[config.mk]
export PLATFORM = sky130hd
export DESIGN_NAME = mux_func_scanner
export DESIGN_NICKNAME = d
export VERILOG_FILES = /design/src/rtl/mux_func_scanner_pkg.sv /design/src/rtl/mux8_to_1.sv /design/src/rtl/mux_cfg_decoder.sv /design/src/rtl/mux_func_scanner.sv
export SDC_FILE = /design/constraint.sdc
export NUM_CORES = 1
export LEC_CHECK = 0
export ABC_AREA = 1
export BUFFER_PORTS_ARGS = -buffer_cell sky130_fd_sc_hd__clkbuf_2
export CAP_MARGIN = 10
export CORE_ASPECT_RATIO = 0.6
export CORE_MARGIN = 8
export CORE_UTILIZATION = 40
export DETAILED_ROUTE_END_ITERATION = 7
export MAX_ROUTING_LAYER = met4
export PLACE_DENSITY_LB_ADDON = 0.05
export SLEW_MARGIN = 20
export SYNTH_ARGS = -nofsm -noshare
export SYNTH_HDL_FRONTEND = slang
export SYNTH_SLANG_ARGS = --single-unit
[constraint.sdc]
create_clock -name clk -period 2.6 [get_ports clk]
set_clock_uncertainty 0.05 [all_clocks]
set_input_delay 0 -clock clk [delete_from_list [all_inputs] [get_ports clk]]
set_output_delay 0 -clock clk [all_outputs]
set_load 0.005 [all_outputs]
[src/rtl/mux_func_scanner_pkg.sv]
// Shared types and constants for the mux function scanner: FSM states,
// 2-bit data-input codes and the code-to-level decode used by the config decoder.
package mux_scan_pkg;

  localparam int N_SEL = 3;
  localparam int N_IN  = 2 ** N_SEL;
  localparam int TT_W  = 2 ** (N_SEL + 1);
  localparam int CFG_W = 2 * N_IN;

  typedef enum logic [1:0] {
    IDLE = 2'd0,
    SCAN = 2'd1,
    DONE = 2'd2
  } state_t;

  localparam logic [1:0] ZERO = 2'b00;
  localparam logic [1:0] ONE  = 2'b01;
  localparam logic [1:0] D    = 2'b10;
  localparam logic [1:0] ND   = 2'b11;

  function automatic logic decode_code(input logic [1:0] code, input logic d);
    logic lvl;
    case (code)
      ZERO:    lvl = 1'b0;
      ONE:     lvl = 1'b1;
      D:       lvl = d;
      default: lvl = ~d;
    endcase
    return lvl;
  endfunction

endpackage

[src/rtl/mux8_to_1.sv]
// Plain 8:1 multiplexer; the shared datapath element of the function generator.
module mux8_to_1 (
  input  logic [7:0] data,
  input  logic [2:0] sel,
  output logic       y
);

  assign y = data[sel];

endmodule

[src/rtl/mux_cfg_decoder.sv]
// Expands the latched 16-bit config word into the mux data bus for the
// current value of d; each 2-bit field selects 0, 1, d or ~d.
module mux_cfg_decoder
  import mux_scan_pkg::*;
(
  input  logic [CFG_W-1:0] cfg_q,
  input  logic             d,
  output logic [N_IN-1:0]  data
);

  always_comb begin
    data = '0;
    for (int k = 0; k < N_IN; k++) begin
      data[k] = decode_code(cfg_q[2*k +: 2], d);
    end
  end

endmodule

[src/rtl/mux_func_scanner.sv]
// Walks all 16 {a,b,c,d} combinations through one mux8_to_1 programmed from a
// config word, captures the truth table and compares it with a reference.
module mux_func_scanner
  import mux_scan_pkg::*;
(
  input  logic             clk,
  input  logic             reset_n,
  input  logic             start,
  input  logic             abort,
  input  logic [CFG_W-1:0] cfg,
  input  logic [TT_W-1:0]  expected,
  output logic             busy,
  output logic             done,
  output logic [TT_W-1:0]  result,
  output logic             match,
  output logic             a_o,
  output logic             b_o,
  output logic             c_o,
  output logic             d_o
);

  localparam logic [N_SEL:0] IDX_LAST = '1;

  state_t            state;
  state_t            state_next;
  logic [N_SEL:0]    idx;
  logic [CFG_W-1:0]  cfg_q;
  logic [TT_W-1:0]   exp_q;
  logic [TT_W-1:0]   tt_next;
  logic [N_IN-1:0]   mux_data;
  logic              y;
  logic              last;
  logic              accept;

  assign last   = (idx == IDX_LAST);
  assign accept = start && !abort;

  mux_cfg_decoder u_decoder (
    .cfg_q (cfg_q),
    .d     (idx[0]),
    .data  (mux_data)
  );

  mux8_to_1 u_mux (
    .data (mux_data),
    .sel  (idx[N_SEL:1]),
    .y    (y)
  );

  // Truth table with the current mux output merged in; also feeds the final compare
  always_comb begin
    tt_next      = result;
    tt_next[idx] = y;
  end

  always_ff @(posedge clk or negedge reset_n) begin
    if (!reset_n) state <= IDLE;
    else          state <= state_next;
  end

  always_comb begin
    state_next = state;
    case (state)
      IDLE: if (accept) state_next = SCAN;
      SCAN: begin
        if (abort)     state_next = IDLE;
        else if (last) state_next = DONE;
      end
      DONE:    state_next = IDLE;
      default: state_next = IDLE;
    endcase
  end

  always_comb begin
    busy = (state == SCAN);
    {a_o, b_o, c_o, d_o} = (state == SCAN) ? idx : '0;
  end

  // Datapath: config/reference latch, capture counter, result and match
  always_ff @(posedge clk or negedge reset_n) begin
    if (!reset_n) begin
      idx    <= '0;
      cfg_q  <= '0;
      exp_q  <= '0;
      result <= '0;
      match  <= 1'b0;
      done   <= 1'b0;
    end else begin
      done <= 1'b0;
      case (state)
        IDLE: begin
          if (accept) begin
            cfg_q  <= cfg;
            exp_q  <= expected;
            result <= '0;
            match  <= 1'b0;
            idx    <= '0;
          end
        end
        SCAN: begin
          if (abort) begin
            idx   <= '0;
            match <= 1'b0;
          end else begin
            result <= tt_next;
            idx    <= idx + 1'b1;
            if (last) match <= (tt_next == exp_q);
          end
        end
        DONE: begin
          if (abort) match <= 1'b0;
          else       done  <= 1'b1;
        end
        default: ;
      endcase
    end
  end

endmodule

## Word level (Yosys, flattened, before mapping)

Index checks and enable logic that the tools add are counted.

| storage, ports and cells | value |
|---|---|
| register bits | 56 |
| input bits | 36 |
| output and inout port bits | 23 |
| logic and storage cells | 86 |

| operators by class | value |
|---|---|
| bitwise logic cells | 1 |
| reduce and logical (&&, ||, !) cells | 19 |
| magnitude comparators | 3 |
| $add $sub $neg | 1 |
| muxes and demuxes | 31 |
| eq/ne operators | 24 |

Operators with widths:

| kind | count |
|---|---|
| $mux W16 | 2 |
| $pmux W16 S2 | 1 |
| $pmux W1 S3 | 9 |
| $eq A2 B1 Y1 const B | 9 |
| $eq A2 B2 Y1 const B | 9 |
| $logic_not A2 Y1 | 9 |
| $bwmux W16 | 1 |
| $eq A16 B16 Y1 | 1 |
| $mux W4 | 3 |
| $mux W1 | 8 |
| $pmux W4 S2 | 1 |
| $mux W2 | 3 |
| $ne A2 B2 Y1 const B | 3 |
| $reduce_and A2 Y1 | 3 |
| $lt A4 B5 Y1 const B | 1 |
| $add A4 B1 Y4 const B | 1 |
| $demux W1 S4 | 1 |
| $eq A4 B4 Y1 const B | 1 |
| $ge A4 B1 Y1 const B | 1 |
| $lt A3 B4 Y1 const B | 1 |
| $pmux W2 S2 | 1 |
| $reduce_and A4 Y1 | 1 |
| $bmux W1 S3 | 1 |
| $ne A3 B2 Y1 const B | 1 |
| other kinds (6) | 7 |

## Logic depth before layout (Yosys ltp)

Gate-level depths: netlist of run 1.

| depth | value |
|---|---|
| depth after elaboration | 9 |
| gate-level depth with buffers | 17 |
| mapped depth without buffers | 16 |

## Modules after synthesis

Synthesis of run 1 repeated with hierarchy kept, for this count alone.

| unflattened totals | value |
|---|---|
| cell total of the unflattened synthesis | 436 |
| area, all modules | 3497.1 um^2 |

Modules (own cells, without submodules):

| module | times used | cells an instance | area each (um^2) | sequential area each (um^2) |
|---|---|---|---|---|
| mux_func_scanner | 1 | 358 | 3160.5 | 1401.3 |
| mux_cfg_decoder | 1 | 50 | 226.5 | 0.0 |
| mux8_to_1 | 1 | 28 | 110.1 | 0.0 |

## Worst setup path before layout of run 1

No wires, ideal clock.

| timing | value |
|---|---|
| path kind | register -> register |
| from | reg idx[0] |
| to | reg match |
| library setup time | 0.120 ns |
| data required time | 2.430 ns |
| stages on the path, launching flop included | 16 |
| slack | 0.809 ns |
| path buffers | 2 |
| arrival time | 1.621 ns |
| clock period less this slack | 1.791 ns |
| cells stage by stage | dfrtp_1 -> buf_6 -> buf_8 -> inv_1 -> ha_1 -> inv_1 -> nor2_1 -> inv_1 -> nand2_1 -> nand3_2 -> nand2_1 -> nor2_1 -> nand2_1 -> nor2_1 -> nand3_1 -> nand2_1 |

| between the ends | value |
|---|---|
| longest elaborated chain between the ends | 9 |
| elaborated cells between the ends (all ways) | 24 |
| classes of those cells | order compare (2); eq/ne (3); mux (16); bitwise (1); reduce/logical (2) |

RTL lines:

| what | line | text |
|---|---|---|
| start: declaration | mux_func_scanner.sv:26 | `logic [N_SEL:0] idx;` |
| start signal: assignment | mux_func_scanner.sv:106 | `idx <= idx + 1'b1;` |
| $lt A4 B5 Y1 (not written as such) (tied with other cells) | mux_func_scanner.sv:53 | `tt_next[idx] = y;` |
| $logic_and A1 B1 Y1 (not written as such) / $pmux W1 S3 (equally long branches) | mux_func_scanner.sv:53, mux_func_scanner_pkg.sv:23 |  |
| $mux W1 (not written as such) / $bmux W1 S3 (equally long branches) | mux_func_scanner.sv:53, mux8_to_1.sv:8 |  |
| $demux W1 S4 / $mux W1 (equally long branches) | mux_func_scanner.sv:53, mux8_to_1.sv:8 |  |
| $bwmux W16 | mux_func_scanner.sv:53 |  |
| $eq A16 B16 Y1 | mux_func_scanner.sv:107 | `if (last) match <= (tt_next == exp_q);` |
| $mux W1 | mux_func_scanner.sv:107 |  |
| $mux W1 | mux_func_scanner.sv:101 | `if (abort) begin` |
| $pmux W1 S3 | mux_func_scanner.sv:90 | `case (state)` |
| end signal: assignment | mux_func_scanner.sv:107 |  |
| end: declaration | mux_func_scanner.sv:15 | `output logic match,` |

Several ways; a longest one is shown, not always the timed one. The select of a mux whose other input is x is not followed.
A chain may end at the register's enable or synchronous reset.

## Worst setup path in the final report of run 1

Same ends and word-level chain as after synthesis.

==> flow_summary.yaml, run 1 <==
cts:
  hold_buffers: 34
  post_cts_resize_count: 0
  cts-root-buf: "sky130_fd_sc_hd__clkbuf_16"
  clock_tree_from_tritoncts: "done"
  clkTransAtPathRegs_ns: 0.07
  post_cts.repair.setup_buffers: 0
  clk_path_buf_depth: 2
  clk-insertion-delay-late_ns: 0.29
  cts-buffers-inserted: 5
  htreeDepth: 2
  clock_sinks: 56
placed_design:
  place.gp.congestion: 0.844
  hpwl_um: 6450
  detailed_place.area_um2: 3610
  placement.io_buffers: 58
yosys:
  synthArstFlopShare: 1.00
  synth_largest_type_area_fraction: 0.435
  seq_area_frac_synth: 0.435
  synth.most_common_cell: "sky130_fd_sc_hd__nand2_1"
  syn-num-nets: 463
  syn-instance-count: 423
  synth-main-ff-cell: "sky130_fd_sc_hd__dfrtp_1"
  synth_edf_count: 0
  synth_common_cells: "sky130_fd_sc_hd__nand2_1 (86), sky130_fd_sc_hd__nor2_1 (60), sky130_fd_sc_hd__inv_1 (58), sky130_fd_sc_hd__dfrtp_1 (56), sky130_fd_sc_hd__nand3_1 (41)"
  ys_seq_elements: 56
  netlist_top_cells_area: "sky130_fd_sc_hd__dfrtp_1 (44%), sky130_fd_sc_hd__nand2_1 (10%), sky130_fd_sc_hd__nor2_1 (7.0%)"
  yosys_warnings: 0
  syn_area_per_cell_um2: 7.61
  synth_cell_types: 25
  yosys.area.top_type: "sky130_fd_sc_hd__dfrtp_1"
  mappedNetlistArea_um2: 3220
die:
  fp-row-count: 25
  placeableCoreArea_um2: 7850
  io-pin-count: 59
  initial_utilization: 0.410
  fp.dieArea_um2: 11300
  die-width_um: 132
  die-height_um: 85.5
global_routing:
  number_of_antenna_violations_at_the_first_check_in_global_routing: 0
  grt_first_pass_wirelength_um: 14800
  largest_net_degree_at_the_start_of_global_routing: 39
  grt-ovfl-total: 0
  total_global_routing_track_utilization: 0.165
  vias_in_the_first_global_route: 3031
finish:
  share_of_layout_cells_above_drive_strength_1: 0.219
  fin_area_um2: 4100
  antenna-diode-count: 0
  utilization_after_layout: 0.522
  design.final.nets: 555
  flow.area_growth_from_synthesis_pct: 27.4
sta:
  timing.fmax_ghz: 0.441
  layout_worst_path_cycle_share: 0.871
  timing.setup.tns_ns: 0
  rsz_0062_raised_after_global_routing: "false"
  period_needed_ns: 2.27
  finalHoldViolations: 0
  worstMarginPinSlew_ns: 0.505
  setup_viol: 0
  drv_slew: 0
  slew_headroom: 0.663
drt:
  dr_drc_count: 0
  drt-pass1-iter-count: 4
  detail-route-antenna-nets: 0
  routed-via-count: 2990
  drt-initial-drc-count: 220
  routedWlPerCell_um: 13.9
  drt-vias-per-instance: 4.80
  final_wirelength_um: 8660
power:
  leakagePower_nw: 2.04
  power_mw: 2.92
  power.density_nw_per_um2: 711
  vdd_ir_drop_max_mv: 0.334
worst_setup_path:
  slowest_delay_ns: 0.61
  path_cells: "buf_4 > nand2_1 > nand2_1 > nand3_1 > nand3_2 > nand2_4 > nor2_4 > nand2_1 > nand3_1 > nand2_1 > nor2_1 > nand2_1 > nor2_1 > nand3_1 > nand2_1"
  timing.reg2reg.worst_path_depth: 15
  critical_path_required_ns: 2.79
  slowest_stage: "sky130_fd_sc_hd__dfrtp_1"
  crit-reg2reg-launch: "idx[0]$_DFFE_PN0P_"
  crit_top_cell: "sky130_fd_sc_hd__nand2_1"
  worst-endpoint-arrival_ns: 2.45
  setup.worst_path.end_class: "flop"
  critPathLaunchType: "flop"
  r2r_end: "match$_DFFE_PN0P_"
  path_max_fanout: 14
  critical_path_class: "flop to flop"
  timing.reg2reg.setup_slack_ns: 0.33
run:
  drv.max_cap_violation_count: 0
outcome:
  status: "finished, final reports clean"
hold_path:
  hold_class: "input pin to async pin"
-- cell usage in the layout, fill, tap and decap left out, drive strengths merged --
| cell type | netlist | final |
|---|---|---|
| a21boi | 1 | 1 |
| a21oi | 25 | 25 |
| buf | 4 | 6 |
| clkbuf | 9 | 65 |
| clkinv | 1 | 1 |
| dfrtp | 56 | 56 |
| dlygate4sd3 | 0 | 34 |
| ha | 4 | 4 |
| inv | 61 | 61 |
| mux2 | 9 | 9 |
| nand2 | 98 | 98 |
| nand3 | 55 | 55 |
| nand4 | 2 | 2 |
| nor2 | 61 | 61 |
| nor3 | 2 | 2 |
| o211ai | 4 | 4 |
| o21ai | 27 | 27 |
| o22ai | 4 | 4 |
-- how the worst max path moves through the flow --
stage | startpoint | endpoint | depth (start not counted)
after floorplan | idx[0]$_DFFE_PN0P_ | match$_DFFE_PN0P_ | 15
after detailed placement | idx[0]$_DFFE_PN0P_ | match$_DFFE_PN0P_ | 15
final | idx[0]$_DFFE_PN0P_ | match$_DFFE_PN0P_ | 15
after CTS | idx[0]$_DFFE_PN0P_ | match$_DFFE_PN0P_ | 15
after global placement | idx[0]$_DFFE_PN0P_ | match$_DFFE_PN0P_ | 15
after global routing | idx[0]$_DFFE_PN0P_ | match$_DFFE_PN0P_ | 15
-- through the flow --
stage	hold slack (ns)	setup WS (ns)	instances
4_1_cts	0.167	0.341	623
3_5_place_dp	-0.0523	0.366	582
3_3_place_gp	-0.0572	0.368	582
5_1_grt	0.191	0.0118	623
2_1_floorplan	-0.346	0.809	423
6_report	0.144	0.335	623
-- registers in the layout, summed over array words and instances (netlist names) --
register  flops
idx           4
match         1
done          1
state         2
result       16
exp_q        16
cfg_q        16
-- final cells by class --
| cell class | instances | area, µm² |
|---|---|---|
| clock buffers | 7 | 153 |
| fillers | 811 | 3750 |
| inverters | 62 | 233 |
| multi-input cells | 292 | 1500 |
| flip-flops and latches | 56 | 1400 |
| well taps | 108 | 135 |
| repair buffers | 98 | 676 |
-- power breakdown --
group / switching, mW / internal (mW) / leakage, nW
clock network: 0.313 / 0.406 / 0.0760
logic: 0.641 / 0.374 / 1.28
registers: 0.150 / 1.03 / 0.685
-- cells by family (layout without fill, tap and decap cells) --
kind of cell | Yosys count | count (layout) | share of synthesized area
simple gates | 218 | 218 | 0.316
buf+inv | 75 | 167 | 0.0991
compound gates | 61 | 61 | 0.103
flops | 56 | 56 | 0.435
mux | 9 | 9 | 0.0315
fa+ha+maj | 4 | 4 | 0.0155
-- routing by layer --
metal	vias to the layer above	track usage	part of all wire
met2	83	0.237	0.40
li1	1526	-	-
met4	0	0.0280	0.0066
met1	1373	0.227	0.53
met5	-	-	0
met3	8	0.0478	0.060
-- critical path: cells and delay by family, from the launching register on --
| family | cells | cell delay [ns] |
|---|---|---|
| simple gates | 14 | 1.32 |
| flops | 1 | 0.61 |
| buf+inv | 1 | 0.24 |
Power figures use the tool's default switching activity.
==> inputs of run 2 (changes only) <==
CTS_BUF_LIST = sky130_fd_sc_hd__clkbuf_16   (was not set)
==> run 2 against run 1 <==
Compared with the run above: sequential share of layout area grew 0.17 points; sequential power is essentially flat; final area shrank 0.49%; non-clock buffer count is the same; fmax grew 1.5%; critical path depth is the same; register-to-register slack gained 0.03 ns; global-route usage is essentially flat; sequential cell count is the same; die area is the same; combinational power is essentially flat; first-iteration DRC count shrank 2.7%; largest cell class unchanged.
==> flow_summary.yaml, run 2 (synthesis gave the netlist of run 1 again) <==
outcome:
  status: "finished, final reports clean"
finish:
  number_of_fillers_in_the_final_layout: 815
  flow.area_growth_from_synthesis_pct: 26.8
  post_layout_nonfiller_instances: 623
  mostFrequentLayoutCell: "sky130_fd_sc_hd__nand2_1"
  layout.area.seq_um2: 1400
  reg_top3: "cfg_q: 16 flops, exp_q: 16 flops, result: 16 flops"
  share_of_layout_cells_above_drive_strength_1: 0.216
  utilization_after_layout: 0.520
  antenna-diode-count: 0
  design.final.nets: 555
  area_of_the_multi_input_gates_um2: 1500
  most_frequent_cells_in_the_layout: "sky130_fd_sc_hd__nand2_1 (86), sky130_fd_sc_hd__nor2_1 (60), sky130_fd_sc_hd__inv_1 (58), sky130_fd_sc_hd__clkbuf_2 (58), sky130_fd_sc_hd__dfrtp_1 (56)"
sta:
  timing.fmax_ghz: 0.448
  final_worst_slack_ns: 0.368
  slew_headroom: 0.663
  period_needed_ns: 2.23
  timing.setup.tns_ns: 0
  setup_viol: 0
  rsz_0062_raised_after_global_routing: "false"
  layout_worst_path_cycle_share: 0.858
  drv_slew: 0
  worstMarginPinSlew_ns: 0.506
  finalHoldViolations: 0
drt:
  drt-vias-per-instance: 4.76
  dr_drc_count: 0
  final_wirelength_um: 8620
  drt-initial-drc-count: 214
  routed-via-count: 2964
  routedWlPerCell_um: 13.8
  drt-pass1-iter-count: 4
  detail-route-antenna-nets: 0
worst_setup_path:
  critPathLaunchType: "flop"
  critical_path_required_ns: 2.79
  crit_top_cell: "sky130_fd_sc_hd__nand2_1"
  worst-endpoint-arrival_ns: 2.42
  path_max_fanout: 14
  path_cells: "buf_4 > nand2_1 > nand2_1 > nand3_1 > nand3_2 > nand2_4 > nor2_4 > nand2_1 > nand3_1 > nand2_1 > nor2_1 > nand2_1 > nor2_1 > nand3_1 > nand2_1"
  slowest_delay_ns: 0.61
  timing.reg2reg.setup_slack_ns: 0.37
  setup.worst_path.end_class: "flop"
  crit_buf_inv: 1
  critical_path_class: "flop to flop"
  critical-path-top-delay-family: "simple AND/OR/NAND/NOR gates"
  slowest_stage: "sky130_fd_sc_hd__dfrtp_1"
cts:
  cts-buffers-inserted: 5
  clk_path_buf_depth: 2
  clkTransAtPathRegs_ns: 0.07
  post_cts.repair.setup_buffers: 0
  clock_tree_from_tritoncts: "done"
  clk-insertion-delay-late_ns: 0.29
  cts-root-buf: "sky130_fd_sc_hd__clkbuf_16"
  clock_sinks: 56
  htreeDepth: 2
power:
  leakagePower_nw: 2.03
  power.density_nw_per_um2: 696
  vdd_ir_drop_max_mv: 0.331
die:
  fp-row-count: 25
  initial_utilization: 0.410
  die-height_um: 85.5
  die-width_um: 132
  fp.dieArea_um2: 11300
  placeableCoreArea_um2: 7850
  io-pin-count: 59
hold_path:
  hold_class: "input pin to async pin"
placed_design:
  hpwl_um: 6450
  placement.io_buffers: 58
  placed_instances: 582
  place.gp.congestion: 0.844
  preCtsSetupSlack_ns: 0.366
global_routing:
  total_global_routing_track_utilization: 0.165
  vias_in_the_first_global_route: 3021
  grt_first_pass_wirelength_um: 14800
  grt-ovfl-total: 0
  largest_net_degree_at_the_start_of_global_routing: 39
  number_of_antenna_violations_at_the_first_check_in_global_routing: 0
run:
  drv.max_cap_violation_count: 0
[run 2: metal layers]
layer,global-route usage,routed length (µm)
met1,0.226,4510
met2,0.238,3490
met3,0.0478,551
met4,0.0280,72
met5,-,0
[run 2: final timing paths]
kind                       depth (start not counted)                 start                     to
max reg2reg                                       15    idx[0]$_DFFE_PN0P_      match$_DFFE_PN0P_
max in group asynchronous                          3               reset_n   cfg_q[8]$_DFFE_PN0P_
min                                                2               reset_n  cfg_q[15]$_DFFE_PN0P_
min in group clk                                   7                 start   state[1]$_DFFE_PN0P_
max                                               15    idx[0]$_DFFE_PN0P_      match$_DFFE_PN0P_
min reg2reg                                        1  state[0]$_DFFE_PN0P_         done$_DFF_PN0_
[run 2: through the flow]
| step | total power [mW] | area [µm²] | hold slack, ns |
|---|---|---|---|
| 2_1_floorplan | 1.94 | 3220 | -0.346 |
| 3_3_place_gp | 2.16 | 3610 | -0.0572 |
| 3_5_place_dp | 2.17 | 3610 | -0.0523 |
| 4_1_cts | 2.88 | 4080 | 0.167 |
| 5_1_grt | 3.07 | 4080 | 0.191 |
| 6_report | 2.84 | 4080 | 0.141 |
[run 2: layout make-up]
class,count,area share
Clock buffer,5,0.0307
Inverter,62,0.0570
Sequential cell,56,0.343
Tap cell,108,0.0331
Timing Repair Buffer,98,0.166
Multi-Input combinational cell,292,0.368
Clock inverter,2,0.00184
[run 2: power breakdown]
group          switching [mW]  internal [mW]  leakage [nW]
Combinational           0.631          0.374          1.28
Clock                   0.307          0.346        0.0648
Sequential              0.149           1.03         0.685
[run 2: what timing repair did]
action,CTS,global route
gates resized for setup,0,0
hold endpoints to repair,51,0
hold buffers,34,0
==> inputs of run 3 (changes only) <==
ABC_AREA = 0   (was 1)
CAP_MARGIN = 20   (was 10)
==> run 3 against run 2 <==
Compared with the run above: via count decreased by 8.5%; area after synthesis is 0.86% lower; non-clock buffer count rose by 11; critical endpoint unchanged; critical path depth is 7 lower; first-iteration DRC count is 27% lower; die area is 0.72% lower; sequential cell count unchanged.
==> flow_summary.yaml, run 3 <==
outcome:
  status: "finished, final reports clean"
finish:
  reg_top3: "cfg_q: 16 flops, exp_q: 16 flops, result: 16 flops"
  share_of_layout_cells_above_drive_strength_1: 0.334
  mostFrequentLayoutCell: "sky130_fd_sc_hd__clkbuf_2"
  design.final.nets: 444
  most_frequent_cells_in_the_layout: "sky130_fd_sc_hd__clkbuf_2 (58), sky130_fd_sc_hd__dfrtp_1 (56), sky130_fd_sc_hd__mux2_2 (33), sky130_fd_sc_hd__dlygate4sd3_1 (33), sky130_fd_sc_hd__o21ai_0 (30)"
  post_layout_nonfiller_instances: 512
  flow.area_growth_from_synthesis_pct: 29.5
  antenna-diode-count: 0
power:
  p_sw_frac: 0.292
  power.share.sequential: 0.422
  power.density_nw_per_um2: 645
  internal-power_mw: 1.89
  leakagePower_nw: 1.84
  clockPowerShare: 0.319
  vdd_ir_drop_max_mv: 0.349
  net_switching_mw: 0.779
  share_comb_of_total_power: 0.259
global_routing:
  vias_in_the_first_global_route: 2726
  number_of_antenna_violations_at_the_first_check_in_global_routing: 0
  total_global_routing_track_utilization: 0.168
  largest_net_degree_at_the_start_of_global_routing: 31
  grt-ovfl-total: 0
  grt_first_pass_wirelength_um: 14800
drt:
  routed-via-count: 2711
  drt-pass1-iter-count: 4
  routedWlPerCell_um: 17.1
  maxUsedRoutingLayer: "met4"
  dr_drc_count: 0
  drt-vias-per-instance: 5.29
  met2_length_um: 3390
  met1Wirelength_um: 4840
  final_wirelength_um: 8770
  met3_wirelength_um: 504
  detail-route-antenna-nets: 0
  drt-initial-drc-count: 157
yosys:
  synthArstFlopShare: 1.00
  mappedNetlistArea_um2: 3190
  syn-instance-count: 311
  synth-main-ff-cell: "sky130_fd_sc_hd__dfrtp_1"
  synth.most_common_cell: "sky130_fd_sc_hd__dfrtp_1"
  synth_edf_count: 0
  synth_common_cells: "sky130_fd_sc_hd__dfrtp_1 (56), sky130_fd_sc_hd__mux2_2 (33), sky130_fd_sc_hd__o21ai_0 (30), sky130_fd_sc_hd__nand2_1 (25), sky130_fd_sc_hd__a21oi_1 (19)"
  syn-num-nets: 351
  synth_largest_type_area_fraction: 0.439
  syn_area_per_cell_um2: 10.3
  synth_cell_types: 58
  yosys_warnings: 0
  seq_area_frac_synth: 0.439
  ys_seq_elements: 56
  netlist_top_cells_area: "sky130_fd_sc_hd__dfrtp_1 (44%), sky130_fd_sc_hd__mux2_2 (12%), sky130_fd_sc_hd__o21ai_0 (4.7%)"
  yosys.area.top_type: "sky130_fd_sc_hd__dfrtp_1"
worst_setup_path:
  timing.reg2reg.worst_path_depth: 8
  crit-reg2reg-launch: "idx[0]$_DFFE_PN0P_"
  critical_path_class: "flop to flop"
  slowest_stage: "sky130_fd_sc_hd__dfrtp_1"
  timing.reg2reg.setup_slack_ns: 0.24
  critPathLaunchType: "flop"
  r2r_end: "match$_DFFE_PN0P_"
  slowest_delay_ns: 0.45
  path_max_fanout: 6
  critical_path_required_ns: 2.79
  setup.worst_path.end_class: "flop"
  timing.critical_path.from: "idx[0]$_DFFE_PN0P_"
  worst-endpoint-arrival_ns: 2.55
  path_cells: "inv_1 > ha_1 > and3b_2 > nor2_1 > a2111oi_1 > nand4_1 > a311oi_1 > a31o_1"
hold_path:
  hold_class: "input pin to flop"
  timing.hold.worst_path_depth: 3
  min_to: "match$_DFFE_PN0P_"
  min-delay-start: "abort"
cts:
  cts-root-buf: "sky130_fd_sc_hd__clkbuf_16"
  htreeDepth: 2
  clock_sinks: 56
  clk-insertion-delay-late_ns: 0.30
  clkTransAtPathRegs_ns: 0.07
  hold_buffers: 33
  clock_tree_from_tritoncts: "done"
  post_cts_resize_count: 0
  cts-buffers-inserted: 5
  clk_path_buf_depth: 2
  post_cts.repair.setup_buffers: 0
die:
  die-width_um: 131
  fp.dieArea_um2: 11200
  io-pin-count: 59
  die-height_um: 85.2
  initial_utilization: 0.408
  fp-row-count: 25
  placeableCoreArea_um2: 7820
placed_design:
  placed_instances: 472
  placement.io_buffers: 58
  hpwl_um: 6700
  place.gp.congestion: 0.896
sta:
  layout_worst_path_cycle_share: 0.908
  slew_headroom: 0.580
  worstMarginPinSlew_ns: 0.630
  period_needed_ns: 2.36
  drv_slew: 0
  setup_viol: 0
  rsz_0062_raised_after_global_routing: "false"
  timing.setup.tns_ns: 0
  finalHoldViolations: 0
  timing.fmax_ghz: 0.423
run:
  drv.max_cap_violation_count: 0
[run 3: changes by cell type after synthesis, moves of 8 or more]
cell	delta
sky130_fd_sc_hd__nand2_1	-61
sky130_fd_sc_hd__nor2_1	-53
sky130_fd_sc_hd__inv_1	-49
sky130_fd_sc_hd__nand3_1	-31
sky130_fd_sc_hd__mux2_2	+24
sky130_fd_sc_hd__nand3_2	-14
sky130_fd_sc_hd__buf_2	+10
sky130_fd_sc_hd__nand2_2	-8
sky130_fd_sc_hd__o21ai_2	+8
[run 3: how the worst max path moves through the flow]
stage	endpoint	slack, ns	cells after the start
floorplan	match$_DFFE_PN0P_	0.40	10
global placement	match$_DFFE_PN0P_	0.35	8
detailed placement	match$_DFFE_PN0P_	0.26	8
CTS	match$_DFFE_PN0P_	0.24	8
global route	match$_DFFE_PN0P_	0.06	8
finish	match$_DFFE_PN0P_	0.24	8
[run 3: kinds of logic (layout without fill, tap and decap cells)]
logic type	after synthesis	in the layout	synth area share
flops	56	56	0.439
compound gates	91	91	0.192
mux	38	38	0.134
buf+inv	32	125	0.0545
xor+xnor	14	14	0.0384
simple gates	76	76	0.126
fa+ha+maj	4	4	0.0157
[run 3: power by group through the flow]
stage	Clock (mW)	Sequential [mW]	Combinational, mW
6_report	0.851	1.13	0.690
5_1_grt	0.922	1.15	0.763
4_1_cts	0.880	1.13	0.690
3_5_place_dp	0	1.14	0.648
3_3_place_gp	0	1.14	0.643
2_1_floorplan	0	1.10	0.472
[run 3: critical path: cells and delay by family (launching register included)]
family	cells	cell delay, ns
AND/OR/NAND/NOR	3	0.47
buffers and inverters	1	0.20
AO/OA/AOI/OAI	3	0.87
flip-flops	1	0.45
adder cells (fa/ha/maj)	1	0.27
[run 3: final cells by class]
class	count	area (µm²)
clock buffer	5	125
clock inverter	2	60.1
fill	722	3690
inverter	9	33.8
multi-input combinational	223	1620
sequential	56	1400
tap	108	135
timing repair buffer	109	756
[run 3: per-layer routing]
metal / vias up / global-route usage
li1: 1313 / -
met5: - / -
met2: 84 / 0.220
met4: 0 / 0.0280
met1: 1309 / 0.254
met3: 5 / 0.0366
[run 3: metrics by stage]
step	worst slack (ns)	power (mW)	cell area (µm²)	hold WS [ns]	utilization
after floorplan	0.399	1.57	3190	-0.346	-
after global placement	0.350	1.78	3620	-0.0143	0.463
after detailed placement	0.256	1.79	3620	-0.00381	0.463
after CTS	0.238	2.70	4130	0.0821	0.529
after global routing	0.0608	2.83	4130	0.0814	0.529
final	0.238	2.67	4130	0.0872	0.529
